==> src/rtl/rr_arb4_sel.sv <==
// Four-channel round-robin arbiter driving a downstream 4:1 mux select.
// Each grant lasts BURST_LEN accepted beats or until the owner drops req.
module rr_arb4_sel #(
    parameter  int BURST_LEN = 4,
    localparam int CNT_W     = (BURST_LEN > 1) ? $clog2(BURST_LEN) : 1
) (
    input  logic             clk,
    input  logic             rst,
    input  logic [3:0]       req,
    input  logic             out_ready,
    output logic [1:0]       sel,
    output logic [3:0]       grant,
    output logic             out_valid,
    output logic             busy,
    output logic [CNT_W-1:0] beat_cnt
);

    typedef enum logic {IDLE, GRANT} state_t;

    localparam logic [CNT_W-1:0] LAST_CNT = CNT_W'(BURST_LEN - 1);

    state_t           state, state_n;
    logic [1:0]       ptr, ptr_n, sel_n;
    logic [3:0]       grant_n;
    logic [CNT_W-1:0] cnt_n;
    logic             beat, release_grant;

    // First requesting channel scanning upward from p, wrapping mod 4.
    function automatic logic [1:0] arb(input logic [3:0] r, input logic [1:0] p);
        logic [1:0] idx;
        logic       found;
        arb   = p;
        found = 1'b0;
        for (int i = 0; i < 4; i++) begin
            idx = p + 2'(i);
            if (!found && r[idx]) begin
                arb   = idx;
                found = 1'b1;
            end
        end
    endfunction

    assign busy          = (state == GRANT);
    assign out_valid     = busy & req[sel];
    assign beat          = out_valid & out_ready;
    assign release_grant = busy & (~req[sel] | (beat & (beat_cnt == LAST_CNT)));

    always_comb begin
        state_n = state;
        sel_n   = sel;
        ptr_n   = ptr;
        cnt_n   = beat_cnt;
        if (state == IDLE) begin
            if (req != 4'b0000) begin
                state_n = GRANT;
                sel_n   = arb(req, ptr);
                cnt_n   = '0;
            end
        end else if (release_grant) begin
            // Old owner drops to lowest priority; re-arbitrate with no bubble.
            ptr_n = sel + 2'd1;
            cnt_n = '0;
            if (req != 4'b0000) begin
                sel_n = arb(req, sel + 2'd1);
            end else begin
                state_n = IDLE;
                sel_n   = 2'd0;
            end
        end else if (beat) begin
            cnt_n = beat_cnt + CNT_W'(1);
        end
        grant_n = (state_n == GRANT) ? (4'b0001 << sel_n) : 4'b0000;
    end

    always_ff @(posedge clk) begin
        if (rst) begin
            state    <= IDLE;
            sel      <= 2'd0;
            grant    <= 4'b0000;
            beat_cnt <= '0;
            ptr      <= 2'd0;
        end else begin
            state    <= state_n;
            sel      <= sel_n;
            grant    <= grant_n;
            beat_cnt <= cnt_n;
            ptr      <= ptr_n;
        end
    end

endmodule
==> config.mk <==
export PLATFORM = sky130hd
export DESIGN_NAME = rr_arb4_sel
export DESIGN_NICKNAME = d
export VERILOG_FILES = /design/src/rtl/rr_arb4_sel.sv
export SDC_FILE = /design/constraint.sdc
export NUM_CORES = 1
export LEC_CHECK = 0
export ABC_AREA = 1
export CORE_MARGIN = 2
export CORE_UTILIZATION = 52
export CTS_CLUSTER_DIAMETER = 60
export DETAILED_ROUTE_END_ITERATION = 10
export PLACE_DENSITY = 0.79
export SYNTH_ARGS = -nofsm -noshare
export SYNTH_HDL_FRONTEND = slang
export SYNTH_SLANG_ARGS = --single-unit
==> constraint.sdc <==
create_clock -name clk -period 1.7 [get_ports clk]
set_input_delay 0.255 -clock clk [delete_from_list [all_inputs] [get_ports clk]]
set_output_delay 0.255 -clock clk [all_outputs]
set_load 0.02 [all_outputs]
## Word-level counts from Yosys, hierarchy flattened

Cells that the tools add are included.

- Input port bits: 7
- Output and inout bits: 10
- Register bits: 11
- Word-level logic and storage cells: 105

- Multiplexer cells: 56
- $add $sub $neg: 8
- $lt $le $gt $ge: 9
- Bitwise gates (word level): 7
- Eq/ne operators: 2
- Shifts and indexed selects: 1
- Reductions and logical operators: 17

Operator list:

| operator | number |
|---|---|
| 2-to-1 mux 1 bit | 33 |
| 2-to-1 mux 2 bit | 14 |
| < comparator 2 x 3 -> 1 bit, second input constant | 9 |
| binary-select mux 1 bit (select 2 bit) | 9 |
| adder 2 x 1 -> 2 bit, second input constant | 4 |
| adder 2 bit, second input constant | 4 |
| logical AND 1 bit | 6 |
| zero test 1 bit | 6 |
| AND 1 bit | 4 |
| AND reduction 2 bit | 2 |
| nonzero test 4 bit | 1 |
| left shift 1 x 2 -> 4 bit, first input constant | 1 |
| inequality test 3 x 1 -> 1 bit, second input constant | 1 |
| equality test 2 bit, second input constant | 1 |
| inverter 1 bit | 2 |
| nonzero test 2 bit | 1 |
| OR reduction 2 bit | 1 |
| OR 1 bit | 1 |

## Depth between registers and ports, before layout

Gate-level depths: netlist of the first run.

- Depth after elaboration: 28
- Depth in mapped cells: 18
- Depth with buffers taken out: 16

## Least setup slack after synthesis of the first run

OpenSTA, ideal clock, no wires.

- Path kind: register -> register
- From: reg sel[0]
- To: reg grant[2]
- Stages on the path, launching flop included: 16
- Path buffers: 2
- Setup slack: -42 ps
- Library setup time: 112 ps
- Data arrival time: 1630 ps
- Period minus slack after synthesis: 1742 ps
- Data required time: 1588 ps
- Cells stage by stage: dfxtp_1 > buf_6 > inv_2 > buf_6 > nand2_4 > nand2_1 > nand2_1 > nand2_2 > a21oi_2 > nand2_1 > nand3_1 > o21ai_1 > nor2_2 > inv_2 > nand2_1 > nor2_1

- Longest elaborated chain between the ends: 26
- Elaborated cells between the ends (all ways): 50
- Those cells by class: 4 x add/sub; 1 x shift; 31 x mux; 7 x bitwise; 7 x reduce/logical

Ends and longest elaborated chain:

| element | line | text |
|---|---|---|
| start: declaration | 11 | `output logic [1:0] sel,` |
| start signal: assignment | 84 | `sel <= sel_n;` |
| adder 2 x 1 -> 2 bit | 64 | `sel_n = arb(req, sel + 2'd1);` |
| binary-select mux 1 bit (select 2 bit) | 36 | `if (!found && r[idx]) begin` |
| 2-to-1 mux 1 bit (implied by the code) | 36 |  |
| 2-to-1 mux 1 bit | 36 |  |
| 2-to-1 mux 1 bit | 63 | `if (req != 4'b0000) begin` |
| 2-to-1 mux 1 bit | 59 | `end else if (release_grant) begin` |
| 2-to-1 mux 1 bit | 53 | `if (state == IDLE) begin` |
| zero test 1 bit | 36 |  |
| [10 not listed] | -- |  |
| 2-to-1 mux 1 bit | 53 |  |
| zero test 1 bit | 36 |  |
| logical AND 1 bit | 36 |  |
| 2-to-1 mux 2 bit | 36 |  |
| 2-to-1 mux 2 bit | 63 |  |
| 2-to-1 mux 2 bit | 59 |  |
| 2-to-1 mux 2 bit | 53 |  |
| left shift 1 x 2 -> 4 bit | 72 | `grant_n = (state_n == GRANT) ? (4'b0001 << sel_n) : 4'b0000;` |
| end signal: assignment | 85 | `grant <= grant_n;` |
| end: declaration | 12 | `output logic [3:0] grant,` |

Parallel ways exist; a longest one is shown, timed or not. The select of a mux whose other input is x is not followed.
A chain may end at the register's enable or synchronous reset.

## Final worst setup path of the first run

- From: reg ptr[0]
- To: reg sel[0]

- Longest elaborated chain between the ends: 20
- Elaborated cells between the ends (all ways): 31
- Those cells by class: 3 x add/sub; 22 x mux; 6 x reduce/logical

Ends and longest elaborated chain:

| element | line | text |
|---|---|---|
| start: declaration | 23 | `logic [1:0] ptr, ptr_n, sel_n;` |
| start signal: assignment | 87 | `ptr <= ptr_n;` |
| binary-select mux 1 bit (select 2 bit) | 36 |  |
| 2-to-1 mux 1 bit (implied by the code) | 36 |  |
| 2-to-1 mux 1 bit | 36 |  |
| 2-to-1 mux 1 bit | 54 | `if (req != 4'b0000) begin` |
| 2-to-1 mux 1 bit | 53 |  |
| zero test 1 bit | 36 |  |
| logical AND 1 bit | 36 |  |
| 2-to-1 mux 1 bit | 36 |  |
| [4 not listed] | -- |  |
| 2-to-1 mux 1 bit | 36 |  |
| 2-to-1 mux 1 bit | 54 |  |
| 2-to-1 mux 1 bit | 53 |  |
| zero test 1 bit | 36 |  |
| logical AND 1 bit | 36 |  |
| 2-to-1 mux 2 bit (*) | 36 |  |
| 2-to-1 mux 2 bit (*) | 54 |  |
| 2-to-1 mux 2 bit (*) | 53 |  |

Mark *: on every way between the ends. The rest lies on a longest branch, timed or not. The select of a mux whose other input is x is not followed.

==> results of run 1 <==
-- critical path, stage by stage (launching register included) --
cell and delay (ps):
dfxtp_4 390, buf_8 150, nand2_2 80, nand2_1 100
o21ai_2 190, nand2_1 90, inv_2 80, nand2_2 70
o211ai_1 270, nand2_2 140, nor2_4 170, nor2_1 60
-- final timing paths --
path,startpoint,endpoint,slack [ps],cells after the start
max,ptr[0]$_SDFFE_PP0P_,sel[0]$_SDFF_PP0_,-210,11
min reg2reg,beat_cnt[1]$_SDFFE_PP0P_,beat_cnt[1]$_SDFFE_PP0P_,510,2
min,beat_cnt[1]$_SDFFE_PP0P_,beat_cnt[1]$_SDFFE_PP0P_,510,2
max reg2reg,ptr[0]$_SDFFE_PP0P_,sel[0]$_SDFF_PP0_,-210,11
-- synthesized netlist by cell type (all sizes together) --
cell and instances:
nand4 1, ha 1, nor4 1, nand2 84
nor2 14, a311oi 1, nand3 17, o211ai 2
a21oi 6, o21ai 7, clkinv 1, buf 3
a31oi 1, xor2 1, dfxtp 11, inv 20
-- power groups by stage --
stage / clock network, W / registers [W] / logic [W]
after floorplan: 0 / 0.000411 / 0.000703
after global placement: 0 / 0.000364 / 0.00113
after detailed placement: 0 / 0.000366 / 0.00118
after CTS: 0.000182 / 0.000369 / 0.00126
after global routing: 0.000201 / 0.000402 / 0.00171
final: 0.000183 / 0.000399 / 0.00162
-- registers in the layout, indices dropped and copies added (netlist names) --
name,count
grant,4
beat_cnt,2
ptr,2
sel,2
busy,1
-- routing by layer --
metal / up-vias / part of all wire
li1: 652 / -
met1: 681 / 0.33
met2: 170 / 0.47
met3: 66 / 0.11
met4: 0 / 0.092
met5: - / 0
-- through the flow --
stage	cells	total power [W]	hold WS [ps]	setup TNS (ps)
after floorplan	171	0.00111	320	0
after global placement	237	0.00149	474	-2820
after detailed placement	237	0.00155	476	-3490
after CTS	243	0.00181	485	-1.35
after global routing	251	0.00231	529	-1910
final	251	0.00220	515	-1140
-- layout by cell type (no fill, tap or decap), types with 4 or more instances in the layout --
cell | netlist | layout
nand3_1 | 14 | 13
nor2_1 | 11 | 8
dlygate4sd2_1 | 0 | 4
buf_6 | 3 | 5
nand3_2 | 3 | 4
nand2_2 | 11 | 29
inv_1 | 13 | 10
buf_4 | 0 | 32
nand2_4 | 2 | 5
dfxtp_1 | 11 | 7
inv_2 | 6 | 7
nand2_1 | 71 | 50
clkdlybuf4s50_1 | 0 | 9
a21oi_1 | 4 | 4
-- cell families (layout without fill, tap and decap cells) --
family,Yosys count,after routing,synth area share
compound gates,17,17,0.107
xor+xnor,1,1,0.00871
fa+ha+maj,1,1,0.0124
buf+inv,24,79,0.114
flops,11,11,0.219
simple gates,117,117,0.539
-- timing repair --
item,CTS,global route
hold endpoints to repair,0,0
buffers inserted,2,9
resized for setup,24,47
setup endpoints to repair,9,9
pin swaps,8,28
-- layout make-up --
class                      instances  area (um^2)  area share
inverter                          21         91.3      0.0549
tap                               25         31.3      0.0188
timing repair buffer              54          473       0.284
clock buffer                       4         26.3      0.0158
multi-input combinational        136          810       0.486
sequential                        11          233       0.140
==> impl_metrics.env, run 1 <==
export IMPL_placedInstanceArea_um2=1390
export IMPL_cts_tree="yes"
export IMPL_yosysUniqueCellTypes=26
export IMPL_violations="setup timing"
export IMPL_drt_vias_per_instance=6.25
export IMPL_clk_latency_ps=280
export IMPL_gr_max_usage_layer="met2"
export IMPL_rows=15
export IMPL_slew_headroom=0.780
export IMPL_p_per_area_nw_per_um2=1320
export IMPL_cp_data_required_time_ps=1860
export IMPL_start_util=0.570
export IMPL_drt_iter0_markers=144
export IMPL_finalHoldViolations=0
export IMPL_post_drt_wl_per_cell_um=18.8
export IMPL_met2_usage=0.579
export IMPL_p_leak_nw=0.851
export IMPL_synth_top_cell_by_area="nand2_1"
export IMPL_synth_fp_nets=179
export IMPL_rsz0062_at_grt="yes"
export IMPL_dieHeight_um=48.0
export IMPL_yosysWarnings=0
export IMPL_pin_count=17
export IMPL_track_usage=0.293
export IMPL_seqPwrFrac=0.181
export IMPL_clkSinkCount=11
export IMPL_area_growth_pct=65.4
export IMPL_antenna_cells=0
export IMPL_coreArea_um2=1760
export IMPL_gp_congestion=0.850
export IMPL_grt_overflow=0
export IMPL_yosysSeqAreaShare=0.219
export IMPL_fin_area_um2=1660
export IMPL_finClkSkew_ps=0.959
export IMPL_cts_root_buf="clkbuf_4"
export IMPL_fillers=61
export IMPL_period_needed_ps=1910
export IMPL_worst_pin_slew_ps=328
export IMPL_dr_total_vias=1569
export IMPL_grt_pass1_vias=1154
export IMPL_internal_power_w=0.00109
export IMPL_port_buffer_count=16
export IMPL_fin_crit_sh=1.12
export IMPL_clkTransAtPathRegs_ps=70
export IMPL_syn_area_per_cell_um2=5.88
export IMPL_met3_usage=0.0226
export IMPL_finish_utilization=0.943
export IMPL_dpl_hpwl_mm=2.32
export IMPL_drc=0
export IMPL_htree_levels=1
export IMPL_die_w_um=48.0
export IMPL_cp_start_kind="flop"
export IMPL_cts_buffers=3
export IMPL_sw_frac_of_total=0.506
export IMPL_hold_buffers=0
export IMPL_report_final_setup_viol=7
export IMPL_p_switching_w=0.00111
export IMPL_syn_inst=171
export IMPL_grt_first_pass_wirelength_mm=4.65
export IMPL_antenna_left=0
export IMPL_hold_path_class="reg2reg"
export IMPL_synth_top_area_share=0.265
export IMPL_yosys_top_cells_area="nand2_1 26%, dfxtp_1 22%, nand3_1 7.0%"
export IMPL_fp_dieArea_um2=2300
export IMPL_cts_buffer_depth=2
export IMPL_first_pass_iters=5
export IMPL_maxCapViolations=0
export IMPL_status="finished with violations"
export IMPL_grt_use_met1=0.317
export IMPL_grt_max_degree=11
export IMPL_arrival_ps=2070
export IMPL_nNetsFinal=235
export IMPL_fin_ws_ps=-212
export IMPL_route_final_wire_length_mm=4.72
export IMPL_worstPathMaxFanout=6
export IMPL_crit_path_end_kind="flop"
export IMPL_final_layout_size_suffix_gt1_frac=0.482
export IMPL_critical_path_class="reg2reg"
export IMPL_syn_area_um2=1010
export IMPL_place_ws_ps=-473
export IMPL_power_frac_clock=0.083
export IMPL_synth_seq_cells=11
export IMPL_pwr_share_comb=0.736
export IMPL_max_clock_freq_mhz=523
export IMPL_slew_viol_final=0
export IMPL_antenna_found_initial=0
export IMPL_ir_drop_mv=0.969
(Power assumes the default switching activity.)
==> run 2: changes to the inputs <==
--- a/config.mk
+++ b/config.mk
@@ -6,11 +6,13 @@
 export NUM_CORES = 1
 export LEC_CHECK = 0
 export ABC_AREA = 1
+export ABC_CLOCK_PERIOD_IN_PS = 2400
 export CORE_MARGIN = 2
-export CORE_UTILIZATION = 52
+export CORE_UTILIZATION = 56
 export CTS_CLUSTER_DIAMETER = 60
 export DETAILED_ROUTE_END_ITERATION = 10
-export PLACE_DENSITY = 0.79
+export PLACE_DENSITY = 0.85
+export RECOVER_POWER = 50
 export SYNTH_ARGS = -nofsm -noshare
 export SYNTH_HDL_FRONTEND = slang
 export SYNTH_SLANG_ARGS = --single-unit
==> constraint.sdc (replaced) <==
create_clock -name clk -period 2.4 [get_ports clk]
set_input_delay 0.36 -clock clk [delete_from_list [all_inputs] [get_ports clk]]
set_output_delay 0.36 -clock clk [all_outputs]
set_load 0.02 [all_outputs]
==> run 2 against run 1 <==
  * Via count shrank 28%
  * Cell area shrank 26%
  * Die area shrank 6.6%
  * Cell count shrank 13%
  * Largest power group unchanged
  * The flow now finishes without violations
  * Critical path type is now reg2out
  * Utilization shrank 22 points
==> impl_metrics.env, run 2 (same netlist as run 1, synthesis figures left out) <==
export IMPL_status="finished, final reports clean"
export IMPL_dpl_hpwl_mm=1.95
export IMPL_arrival_ps=1770
export IMPL_htree_levels=1
export IMPL_p_total_w=0.00108
export IMPL_clkTransAtPathRegs_ps=70
export IMPL_coreArea_um2=1710
export IMPL_largest_reg_flops=4
export IMPL_drt_iter0_markers=16
export IMPL_instances_no_fill=219
export IMPL_cp_data_required_time_ps=2040
export IMPL_cts_buffer_depth=2
export IMPL_slew_viol_final=0
export IMPL_rsz0062_at_grt="no"
export IMPL_layout_commonest_cell="nand2_1"
export IMPL_fp_dieArea_um2=2150
export IMPL_pin_count=17
export IMPL_antenna_found_initial=0
export IMPL_gp_congestion=0.872
export IMPL_grt_pass1_vias=976
export IMPL_cts_root_buf="clkbuf_4"
export IMPL_cts_tree="yes"
export IMPL_maxCapViolations=0
export IMPL_drc=0
export IMPL_cts_buffers=3
export IMPL_grt_first_pass_wirelength_mm=4.03
export IMPL_route_final_wire_length_mm=2.42
export IMPL_tns_ps=0
export IMPL_finClkSkew_ps=1.80
export IMPL_first_pass_iters=4
export IMPL_port_buffer_count=16
export IMPL_p_per_area_nw_per_um2=880
export IMPL_hold_buffers=0
export IMPL_period_needed_ps=2130
export IMPL_nNetsFinal=203
export IMPL_placedInstanceArea_um2=1210
export IMPL_dr_total_vias=1123
export IMPL_report_final_setup_viol=0
export IMPL_drt_vias_per_instance=5.13
export IMPL_slowest_stage="dfxtp_1"
export IMPL_fin_crit_sh=0.885
export IMPL_final_layout_size_suffix_gt1_frac=0.191
export IMPL_clkSinkCount=11
export IMPL_layout_common_cells="71 x nand2_1, 14 x nand3_1, 13 x inv_1"
export IMPL_post_drt_wl_per_cell_um=11.1
export IMPL_cpPeakStageDelay_ps=590
export IMPL_crit_path_end_kind="output port"
export IMPL_ir_drop_mv=0.531
export IMPL_grt_max_degree=12
export IMPL_hold_path_class="reg2reg"
export IMPL_clk_latency_ps=280
export IMPL_slew_headroom=0.705
export IMPL_grt_overflow=0
export IMPL_fin_area_um2=1230
export IMPL_max_clock_freq_mhz=471
export IMPL_finalHoldViolations=0
export IMPL_dieHeight_um=46.4
export IMPL_track_usage=0.261
export IMPL_worst_path_most_repeated_cell="nand2_1"
export IMPL_regMostFlops="grant"
export IMPL_worst_pin_slew_ps=442
export IMPL_die_w_um=46.4
export IMPL_rows=15
export IMPL_worstPathMaxFanout=11
export IMPL_antenna_left=0
export IMPL_worstPathCellList="nand2_1 > nand3_2 > nand2_1 > nor2_1 > dlymetal6s2s_1"
export IMPL_antenna_cells=0
export IMPL_cp_start_kind="flop"
export IMPL_area_growth_pct=22.0
export IMPL_critical_path_class="reg2out"
export IMPL_p_leak_nw=0.645
export IMPL_placed_cells=215
export IMPL_start_util=0.589
## run 2: power breakdown
part	internal [W]	leakage (nW)	switching (W)	total (W)
combinational	0.000247	0.540	0.000432	0.000678
clock	0.0000647	0.0150	0.0000699	0.000135
sequential	0.000221	0.0904	0.0000466	0.000267
## run 2: critical path, delay by kind of cell, from the launching register on
| kind | cells | cell delay (ps) |
|---|---|---|
| simple gates | 4 | 620 |
| flops | 1 | 590 |
| buf+inv | 1 | 270 |
## run 2: path summary, 6_finish.rpt
kind	start	endpoint	slack, ps	cells past startpoint
min	beat_cnt[1]$_SDFFE_PP0P_	beat_cnt[1]$_SDFFE_PP0P_	500	2
max reg2reg	sel[0]$_SDFF_PP0_	sel[0]$_SDFF_PP0_	430	13
max	sel[0]$_SDFF_PP0_	out_valid	270	5
min reg2reg	beat_cnt[1]$_SDFFE_PP0P_	beat_cnt[1]$_SDFFE_PP0P_	500	2
## run 2: what timing repair did
action	CTS	global route
pin swaps	0	0
resized for setup	1	1
setup buffers	0	0
cloned	0	0
setup endpoints to repair	1	1
hold endpoints to repair	0	0
## run 2: cell type report
type | instances | area, um^2
multi-input cells | 136 | 664
flip-flops and latches | 11 | 220
clock buffers | 4 | 26.3
well taps | 25 | 31.3
fillers | 165 | 480
inverters | 21 | 81.3
repair buffers | 22 | 204
## run 2: per-layer routing
layer / GRT usage / part of all wire / up-vias
li1: - / - / 588
met1: 0.309 / 0.45 / 502
met2: 0.481 / 0.50 / 28
met3: 0.0235 / 0.030 / 5
met4: 0.0857 / 0.020 / 0
met5: 0 / 0 / -
## run 2: through the flow
stage / utilization / worst slack [ps] / hold WS, ps
detailed placement: 0.708 / 21.8 / 490
global route: 0.719 / 108 / 538
CTS: 0.724 / 26.9 / 500
floorplan: - / 658 / 429
global placement: 0.708 / 89.3 / 475
finish: 0.719 / 275 / 495
==> run 3: changes to the inputs <==
--- a/config.mk
+++ b/config.mk
@@ -6,12 +6,12 @@
 export NUM_CORES = 1
 export LEC_CHECK = 0
 export ABC_AREA = 1
-export ABC_CLOCK_PERIOD_IN_PS = 2400
+export ABC_CLOCK_PERIOD_IN_PS = 1760
 export CORE_MARGIN = 2
-export CORE_UTILIZATION = 56
+export CORE_UTILIZATION = 47
 export CTS_CLUSTER_DIAMETER = 60
 export DETAILED_ROUTE_END_ITERATION = 10
-export PLACE_DENSITY = 0.85
+export PLACE_DENSITY = 0.76
 export RECOVER_POWER = 50
 export SYNTH_ARGS = -nofsm -noshare
 export SYNTH_HDL_FRONTEND = slang
==> constraint.sdc (replaced) <==
create_clock -name clk -period 1.76 [get_ports clk]
set_input_delay 0.264 -clock clk [delete_from_list [all_inputs] [get_ports clk]]
set_output_delay 0.264 -clock clk [all_outputs]
set_load 0.02 [all_outputs]
==> run 3 against run 2 <==
  * Sequential cell count unchanged
  * First-iteration DRC count rose to 2.5 times the previous value
  * Hold slack better by 18 ps
  * Clock-buffer cell count unchanged
  * Cell area up 28%
  * Non-clock buffer count up 24
==> impl_metrics.env, run 3 (same netlist as run 1, synthesis figures left out) <==
export IMPL_htree_levels=1
export IMPL_dpl_hpwl_mm=2.03
export IMPL_critPathTopFamily="simple AND/OR/NAND/NOR gates"
export IMPL_p_per_area_nw_per_um2=1220
export IMPL_cp_data_required_time_ps=1930
export IMPL_critical_path_class="reg2reg"
export IMPL_drc=0
export IMPL_nNetsFinal=227
export IMPL_hold_path_startpoint="beat_cnt[1]$_SDFFE_PP0P_"
export IMPL_worstPathMaxFanout=7
export IMPL_grt_first_pass_wirelength_mm=4.35
export IMPL_die_w_um=50.3
export IMPL_slowest_stage="dfxtp_4"
export IMPL_cts_buffer_depth=2
export IMPL_drt_vias_per_instance=5.39
export IMPL_port_buffer_count=16
export IMPL_period_needed_ps=1750
export IMPL_layout_commonest_cell="nand2_1"
export IMPL_antenna_cells=0
export IMPL_cp_num_buf_inv=2
export IMPL_crit_path_start="sel[0]$_SDFF_PP0_"
export IMPL_clkTransAtPathRegs_ps=80
export IMPL_rows=16
export IMPL_worstPathCellList="inv_4 > buf_6 > nand2_1 > nand2_2 > nand2_4 > nand2_4 > nand2_2 > nand2_1 > nand3_1 > nand2_1 > nand2_1 > nand2_1 > nand2_1 > nand2_2 > nand2_2 > nand2_2 > nor2_1"
export IMPL_report_final_setup_viol=0
export IMPL_cts_root_buf="clkbuf_4"
export IMPL_fin_area_um2=1570
export IMPL_crit_path_end_kind="flop"
export IMPL_r2r_start="sel[0]$_SDFF_PP0_"
export IMPL_maxCapViolations=0
export IMPL_clkSinkCount=11
export IMPL_hold_path_class="reg2reg"
export IMPL_cpPeakStageDelay_ps=370
export IMPL_grt_max_degree=11
export IMPL_finClkSkew_ps=10.6
export IMPL_post_drt_wl_per_cell_um=13.8
export IMPL_slew_headroom=0.794
export IMPL_layout_common_cells="56 x nand2_1, 23 x nand2_2, 22 x buf_4"
export IMPL_status="finished, final reports clean"
export IMPL_arrival_ps=1920
export IMPL_coreArea_um2=1980
export IMPL_ir_drop_mv=0.860
export IMPL_hold_buffers=0
export IMPL_grt_pass1_vias=1077
export IMPL_pin_count=17
export IMPL_final_layout_size_suffix_gt1_frac=0.427
export IMPL_rsz0062_at_grt="yes"
export IMPL_p_leak_nw=0.786
export IMPL_fin_ws_ps=7.10
export IMPL_drt_iter0_markers=40
export IMPL_cts_tree="yes"
export IMPL_grt_overflow=0
export IMPL_dr_total_vias=1321
export IMPL_first_pass_iters=4
export IMPL_place_ws_ps=-390
export IMPL_slew_viol_final=0
export IMPL_route_final_wire_length_mm=3.38
export IMPL_dieHeight_um=50.3
export IMPL_regMostFlops="grant"
export IMPL_worst_path_most_repeated_cell="nand2_1"
export IMPL_largest_reg_flops=4
export IMPL_fp_dieArea_um2=2530
export IMPL_gp_congestion=0.868
export IMPL_max_clock_freq_mhz=570
export IMPL_area_growth_pct=55.6
export IMPL_clk_latency_ps=290
export IMPL_worst_pin_slew_ps=306
export IMPL_antenna_left=0
export IMPL_cp_start_kind="flop"
export IMPL_track_usage=0.221
export IMPL_tns_ps=0
export IMPL_antenna_found_initial=0
export IMPL_placedInstanceArea_um2=1350
export IMPL_fin_crit_sh=0.996
export IMPL_finalHoldViolations=0
export IMPL_start_util=0.508
export IMPL_cts_buffers=3
-- run 3: worst reg2reg max path, cell delays in order, from the launching register on --
cell and delay, ps:
dfxtp_4 370, inv_4 90, buf_6 130, nand2_1 90, nand2_2 100, nand2_4 80
nand2_4 70, nand2_2 60, nand2_1 80, nand3_1 70, nand2_1 60, nand2_1 50
nand2_1 60, nand2_1 50, nand2_2 90, nand2_2 70, nand2_2 80, nor2_1 40
-- run 3: power by group --
| group | internal, W | switching, W |
|---|---|---|
| Sequential | 0.000312 | 0.0000545 |
| Combinational | 0.000560 | 0.000793 |
| Clock | 0.0000881 | 0.000100 |
| Total | 0.000961 | 0.000947 |
-- run 3: area by class of cell --
| cell class | count | area (um^2) |
|---|---|---|
| clock buffer | 4 | 26.3 |
| fill | 136 | 417 |
| inverter | 21 | 83.8 |
| multi-input combinational | 136 | 790 |
| sequential | 11 | 235 |
| tap | 27 | 33.8 |
| timing repair buffer | 46 | 397 |
-- run 3: path summary, 6_finish.rpt --
path	to	slack, ps	depth (start not counted)
setup / recovery	grant[3]$_SDFF_PP0_	7	17
hold / removal	beat_cnt[1]$_SDFFE_PP0P_	510	2
setup reg to reg	grant[3]$_SDFF_PP0_	7	17
hold reg to reg	beat_cnt[1]$_SDFFE_PP0P_	510	2
-- run 3: routing by layer --
metal / global-route usage / routed length (um) / up-vias
met2: 0.399 / 1750 / 59
li1: - / - / 633
met1: 0.262 / 1260 / 614
met3: 0.0565 / 259 / 15
met5: 0 / 0 / -
met4: 0.0417 / 104 / 0
-- run 3: timing repair --
action,4_1_cts,5_1_grt
pin swaps,6,22
gates resized for setup,14,48
setup endpoints to repair,8,7
buffers inserted,0,5
cloned,0,0
-- run 3: per-stage QoR --
| step | power, W | cells | hold slack, ps | util |
|---|---|---|---|---|
| 2_1_floorplan | 0.00107 | 171 | 333 | - |
| 3_3_place_gp | 0.00139 | 236 | 483 | 0.683 |
| 3_5_place_dp | 0.00142 | 236 | 488 | 0.683 |
| 4_1_cts | 0.00161 | 240 | 499 | 0.701 |
| 5_1_grt | 0.00203 | 245 | 549 | 0.790 |
| 6_report | 0.00191 | 245 | 513 | 0.790 |
